**src/rtl/dmem_arbiter.sv**
```systemverilog
//==============================================================================
// Module      : dmem_arbiter
// Description : Shares a single-port word memory between the CPU MEM stage and
//               a DMA/debug port, with a starvation bound and a response register.
// Revision    : 1.0 - initial release
//==============================================================================
`default_nettype none

module dmem_arbiter #(
    parameter int DEPTH    = 100,
    parameter int MAX_WAIT = 4
) (
    input  logic        clk,
    input  logic        rst_n,
    input  logic        cpu_req_i,
    input  logic        cpu_we_i,
    input  logic [31:0] cpu_ad_i,
    input  logic [31:0] cpu_wd_i,
    output logic [31:0] cpu_rd_o,
    output logic        cpu_stall_o,
    input  logic        dma_req_valid_i,
    output logic        dma_req_ready_o,
    input  logic        dma_we_i,
    input  logic [31:0] dma_ad_i,
    input  logic [31:0] dma_wd_i,
    output logic        dma_rsp_valid_o,
    input  logic        dma_rsp_ready_i,
    output logic [31:0] dma_rsp_data_o,
    output logic        dma_rsp_err_o,
    output logic        mem_we_o,
    output logic [31:0] mem_ad_o,
    output logic [31:0] mem_wd_o,
    input  logic [31:0] mem_rd_i
);

    localparam int             CW        = (MAX_WAIT > 0) ? $clog2(MAX_WAIT + 1) : 1;
    localparam logic [CW-1:0]  WAIT_MAX  = CW'(MAX_WAIT);
    localparam logic [31:0]    DEPTH_LIM = 32'(DEPTH);

    localparam logic [0:0] S_EMPTY = 1'b0;
    localparam logic [0:0] S_FULL  = 1'b1;

    logic [0:0]    state_q, state_d;
    logic [CW-1:0] wait_cnt_q, wait_cnt_d;
    logic [31:0]   rsp_data_q, rsp_data_d;
    logic          rsp_err_q, rsp_err_d;

    logic cpu_in_range;
    logic dma_in_range;
    logic rsp_free;
    logic dma_go;

    assign cpu_in_range = (cpu_ad_i < DEPTH_LIM);
    assign dma_in_range = (dma_ad_i < DEPTH_LIM);
    assign rsp_free     = (state_q == S_EMPTY) || dma_rsp_ready_i;
    assign dma_go       = dma_req_valid_i && rsp_free &&
                          (!cpu_req_i || (wait_cnt_q == WAIT_MAX));

    // Memory port steering; writes are suppressed for out-of-range indices and in reset.
    always_comb begin
        mem_ad_o        = cpu_ad_i;
        mem_wd_o        = cpu_wd_i;
        mem_we_o        = cpu_req_i && cpu_we_i && cpu_in_range;
        dma_req_ready_o = 1'b0;
        cpu_stall_o     = 1'b0;
        if (dma_go) begin
            mem_ad_o        = dma_ad_i;
            mem_wd_o        = dma_wd_i;
            mem_we_o        = dma_we_i && dma_in_range;
            dma_req_ready_o = 1'b1;
            cpu_stall_o     = cpu_req_i;
        end
        if (!rst_n) begin
            mem_we_o = 1'b0;
        end
    end

    assign cpu_rd_o = cpu_in_range ? mem_rd_i : 32'd0;

    // A full response register stalls the DMA side and must not count as starvation.
    always_comb begin
        wait_cnt_d = wait_cnt_q;
        if (!dma_req_valid_i || dma_go) begin
            wait_cnt_d = '0;
        end else if (rsp_free && (wait_cnt_q != WAIT_MAX)) begin
            wait_cnt_d = wait_cnt_q + CW'(1);
        end
    end

    always_comb begin
        rsp_data_d = rsp_data_q;
        rsp_err_d  = rsp_err_q;
        if (dma_go) begin
            rsp_data_d = (dma_we_i || !dma_in_range) ? 32'd0 : mem_rd_i;
            rsp_err_d  = !dma_in_range;
        end
    end

    // Response FSM: state register
    always_ff @(posedge clk or negedge rst_n) begin
        if (!rst_n) begin
            state_q <= S_EMPTY;
        end else begin
            state_q <= state_d;
        end
    end

    // Response FSM: next state
    always_comb begin
        state_d = state_q;
        case (state_q)
            S_EMPTY: if (dma_go)               state_d = S_FULL;
            S_FULL:  if (!dma_go && dma_rsp_ready_i) state_d = S_EMPTY;
            default:                           state_d = S_EMPTY;
        endcase
    end

    // Response FSM: outputs
    always_comb begin
        dma_rsp_valid_o = (state_q == S_FULL);
        dma_rsp_data_o  = rsp_data_q;
        dma_rsp_err_o   = rsp_err_q;
    end

    always_ff @(posedge clk or negedge rst_n) begin
        if (!rst_n) begin
            wait_cnt_q <= '0;
            rsp_data_q <= 32'd0;
            rsp_err_q  <= 1'b0;
        end else begin
            wait_cnt_q <= wait_cnt_d;
            rsp_data_q <= rsp_data_d;
            rsp_err_q  <= rsp_err_d;
        end
    end

endmodule

`default_nettype wire
```
**config.mk**
```make
export PLATFORM = sky130hd
export DESIGN_NAME = dmem_arbiter
export DESIGN_NICKNAME = d
export VERILOG_FILES = /design/src/rtl/dmem_arbiter.sv
export SDC_FILE = /design/constraint.sdc
export NUM_CORES = 1
export LEC_CHECK = 0
export CORE_AREA = 4 4 116 118
export DETAILED_ROUTE_END_ITERATION = 10
export DIE_AREA = 0 0 120 122
export GPL_ROUTABILITY_DRIVEN = 0
export GPL_TIMING_DRIVEN = 1
export PLACE_DENSITY = 0.74
export SYNTH_ARGS = -nofsm -noshare
export SYNTH_HDL_FRONTEND = slang
export SYNTH_SLANG_ARGS = --single-unit
```
**constraint.sdc**
```tcl
create_clock -name clk -period 3.24 [get_ports clk]
set_clock_uncertainty 0.1 [all_clocks]
set_input_delay 0.972 -clock clk [delete_from_list [all_inputs] [get_ports clk]]
set_output_delay 0.972 -clock clk [all_outputs]
set_load 0.1 [all_outputs]
```
==> reports/metrics.yaml <==
status:
  status: "finished with violations"
  failed_checks: "setup timing"
timing:
  slew-limit-headroom_pct: 61.9
  whs_ns: 0.380
  maxClockFrequency_mhz: 287
  timing.final.ws_setup_ns: -0.245
  number_of_slew_limit_violations_in_the_final_report: 0
  grt_setup_unrepaired: "yes"
  hold_violations: 0
  report.final.setup_viol: 33
  final_critical_path_share_of_the_clock_period_pct: 108
  period_minus_slack_ns: 3.49
  transition_time_at_the_pin_with_the_least_slew_margin_ns: 0.572
drt:
  vias_post_dr: 4543
  routed_length_per_placed_instance_um: 20.3
  top_routing_layer_in_use: "met4"
  initialDrtViolationCount: 120
  detail_route.wirelength_mm: 19.0
  vias_per_cell: 4.84
  post-route-drc-count: 0
  drt_first_pass_iters: 4
  met3_wirelength_mm: 1.45
  route.layer.met1.wl_mm: 6.72
  met2_length_mm: 10.1
  antenna_violating_nets_remaining: 0
logic_synthesis:
  post_synth_and_or_nand_nor_area_fraction_pct: 51.5
  netlist_area_um2: 3050
  mappedNetlistNets: 611
  yosys.area_share.xor_xnor_pct: 0
  post_synthesis_compound_gate_area_fraction_pct: 11.3
  netlist_top_cells_area: "dfrtp_1 30%, nand2_1 28%, nand4b_1 9.2%, o21ai_2 8.3%, and2_1 7.0%"
  seq_area_frac_synth_pct: 30.3
  synth-adder-area-share_pct: 0.820
  post-synth-top-area-cell: "dfrtp_1"
  synthMuxAreaShare_pct: 0
  fraction_of_post_synthesis_cell_area_in_the_top_cell_type_by_area_pct: 30.3
  synth_seq_cells: 37
  synth_top_flop_cell: "dfrtp_1"
  ys.warnings.count: 0
  synth.lib_cells_used.distinct: 35
  synth.most_common_cell: "nand2_1"
  synthTopCellsByCount: "228 x nand2_1, 37 x dfrtp_1, 34 x and2_1"
  synth_enable_flop_cells: 0
  post_synth.cell_area_avg_um2: 6.90
  async_flop_share_pct: 100
  synthesis.instances: 442
  main_combinational_cell_family_by_area_after_synthesis: "simple AND/OR/NAND/NOR gates"
floorplanning:
  area_of_the_die_um2: 14600
  num_rows: 41
  initial_standard_cell_utilization_of_the_core_pct: 24.5
  die_h_um: 122
  design.portCount: 300
  die_x_um: 120
  floorplan_core_area_um2: 12500
global_routing:
  initial_antenna_violation_count: 0
  grt_overflow: 0
  gr_usage_total_pct: 25.1
  wire_length_of_the_first_global_routing_pass_mm: 28.8
  grt_pass1_vias: 5069
  grt_max_degree: 34
clock_tree:
  ctsHoldBuffers: 0
  clk_pin_slew_ns: 0.06
  root_buffer: "clkbuf_16"
  htreeDepth: 2
  cts_buffer_depth: 2
  clkSinkCount: 37
  cts_tree: "done"
  worst_skew_pair_later_pin_latency_ns: 0.27
  tritoncts.num_buffers: 5
critical_path:
  crit_end_category: "output pin"
  crit_buf_inv: 4
  critical_path_s_largest_stage_delay_ns: 0.25
  worst_path_dominant_cell_family: "simple AND/OR/NAND/NOR gates"
  crit_chain: "clkdlybuf4s15_2, nor4_4, nand3_2, nor3_4, buf_12, buf_12, and2_4, buf_12"
  critical_path_required_ns: 2.17
  cp.arrival_ns: 2.41
  critical-path-top-cell-by-count: "buf_12"
  setup.reg_to_reg.worst_slack_ns: 1.02
  worstSetupPathType: "in2out"
  critical_path.startpoint_type: "input pin"
  critical_path.max_fanout: 8
  crit_slowest_cell: "nor3_4"
min_path:
  worst_hold_path_type: "reg2reg"
finish:
  finish.utilization_pct: 70.7
  antennaDiodeCount: 0
  area.growth.synth_to_final_pct: 189
  design.final.nets: 934
  drive_gt1_share_pct: 56.3
pwr:
  swShare_pct: 44.7
  switchingPower_mw: 1.09
  share_comb_of_total_power_pct: 61.2
  leakage_dissipation_nw: 3.87
  power.share.sequential_pct: 19.2
  power.density_cell_area_nw_per_um2: 277
  peakVddDrop_mv: 0.212
  power.clock.fraction_pct: 19.6
  internal-power_mw: 1.35
place:
  hpwlAfterDp_mm: 13.5
  port_buffers: 299
run:
  timing.max_cap.violations: 0
-- sequential cells by signal (all words and copies together), names as in the netlist --
name,count
dma_rsp_err_o,1
dma_rsp_valid_o,1
dma_rsp_data_o,32
wait_cnt_q,3
-- cell type report --
class                           count  area, µm²
Sequential cell                    37        926
Clock buffer                        5        125
Fill cell                         853       3650
Multi-Input combinational cell    368       3050
Clock inverter                      3       21.3
Timing Repair Buffer              350       4450
Inverter                            3       23.8
Tap cell                          172        215
-- through the flow --
step / worst slack [ns] / cells / total power, mW / setup TNS, ns / instance area [µm²]
floorplan: -0.333 / 442 / 1.24 / -0.984 / 3700
global placement: -0.706 / 908 / 1.85 / -41.82 / 7910
detailed placement: -0.695 / 908 / 1.87 / -43.10 / 7910
CTS: -0.297 / 938 / 2.44 / -7.58 / 8830
global route: -0.306 / 938 / 2.51 / -9.75 / 8820
finish: -0.245 / 938 / 2.44 / -7.76 / 8820
-- power groups by stage --
stage / sequential [mW] / combinational, mW / clock [mW]
finish: 0.468 / 1.49 / 0.478
global route: 0.468 / 1.54 / 0.509
CTS: 0.468 / 1.49 / 0.486
detailed placement: 0.475 / 1.39 / 0
global placement: 0.475 / 1.38 / 0
floorplan: 0.483 / 0.754 / 0
-- timing repair --
action / 4_1_cts / 5_1_grt
pin swaps: 69 / 10
resized for setup: 262 / 25
cloned: 10 / 1
buffers inserted: 13 / 4
endpoints found under the setup margin: 99 / 81
-- worst paths after layout --
check                      depth (start not counted)                           start                             end
min in group asynchronous                          2                           rst_n  dma_rsp_data_o[14]$_DFFE_PN0P_
hold / removal                                     2  dma_rsp_data_o[30]$_DFFE_PN0P_  dma_rsp_data_o[30]$_DFFE_PN0P_
hold reg to reg                                    2  dma_rsp_data_o[30]$_DFFE_PN0P_  dma_rsp_data_o[30]$_DFFE_PN0P_
max in group asynchronous                          2                           rst_n  dma_rsp_data_o[16]$_DFFE_PN0P_
setup / recovery                                   8                    cpu_ad_i[10]                    cpu_rd_o[16]
setup reg to reg                                  10       wait_cnt_q[0]$_DFFE_PN0P_  dma_rsp_data_o[23]$_DFFE_PN0P_
-- logic make-up after synthesis --
family / count (synthesis)
AO/OA/AOI/OAI: 41
flip-flops: 37
adder cells (fa/ha/maj): 2
buffers and inverters: 37
AND/OR/NAND/NOR: 325
-- layer usage --
| layer | track usage, % | vias to the layer above |
|---|---|---|
| li1 | - | 2110 |
| met1 | 26.7 | 2183 |
| met2 | 47.2 | 206 |
| met3 | 6.73 | 44 |
| met4 | 9.88 | 0 |
| met5 | 0 | - |
-- cell usage in the layout (no fill, tap or decap), drive strengths merged --
cell	count
nor3	6
and2	34
ha	2
inv	3
clkdlybuf4s50	117
nand4b	32
o311ai	1
a21bo	1
clkbuf	6
or4	1
buf	211
or3b	1
nor3b	1
nor2	2
clkdlybuf4s15	6
nand4	3
and3	1
dlygate4sd2	15
a21boi	1
clkinv	2
o22a	1
o2bb2ai	1
nand3	4
nor4	9
dfrtp	37
nand2	228
o311a	1
nor2b	2
nand2b	1
o21ai	34
clkinvlp	1
a21oi	1
-- tightest hold or removal path: cells and delay by family, from the launching register on --
kind / cells / cell delay (ns)
AO/OA/AOI/OAI: 1 / 0.05
flip-flops: 1 / 0.34
AND/OR/NAND/NOR: 1 / 0.06
No activity file was read; power rests on OpenSTA's default activity.
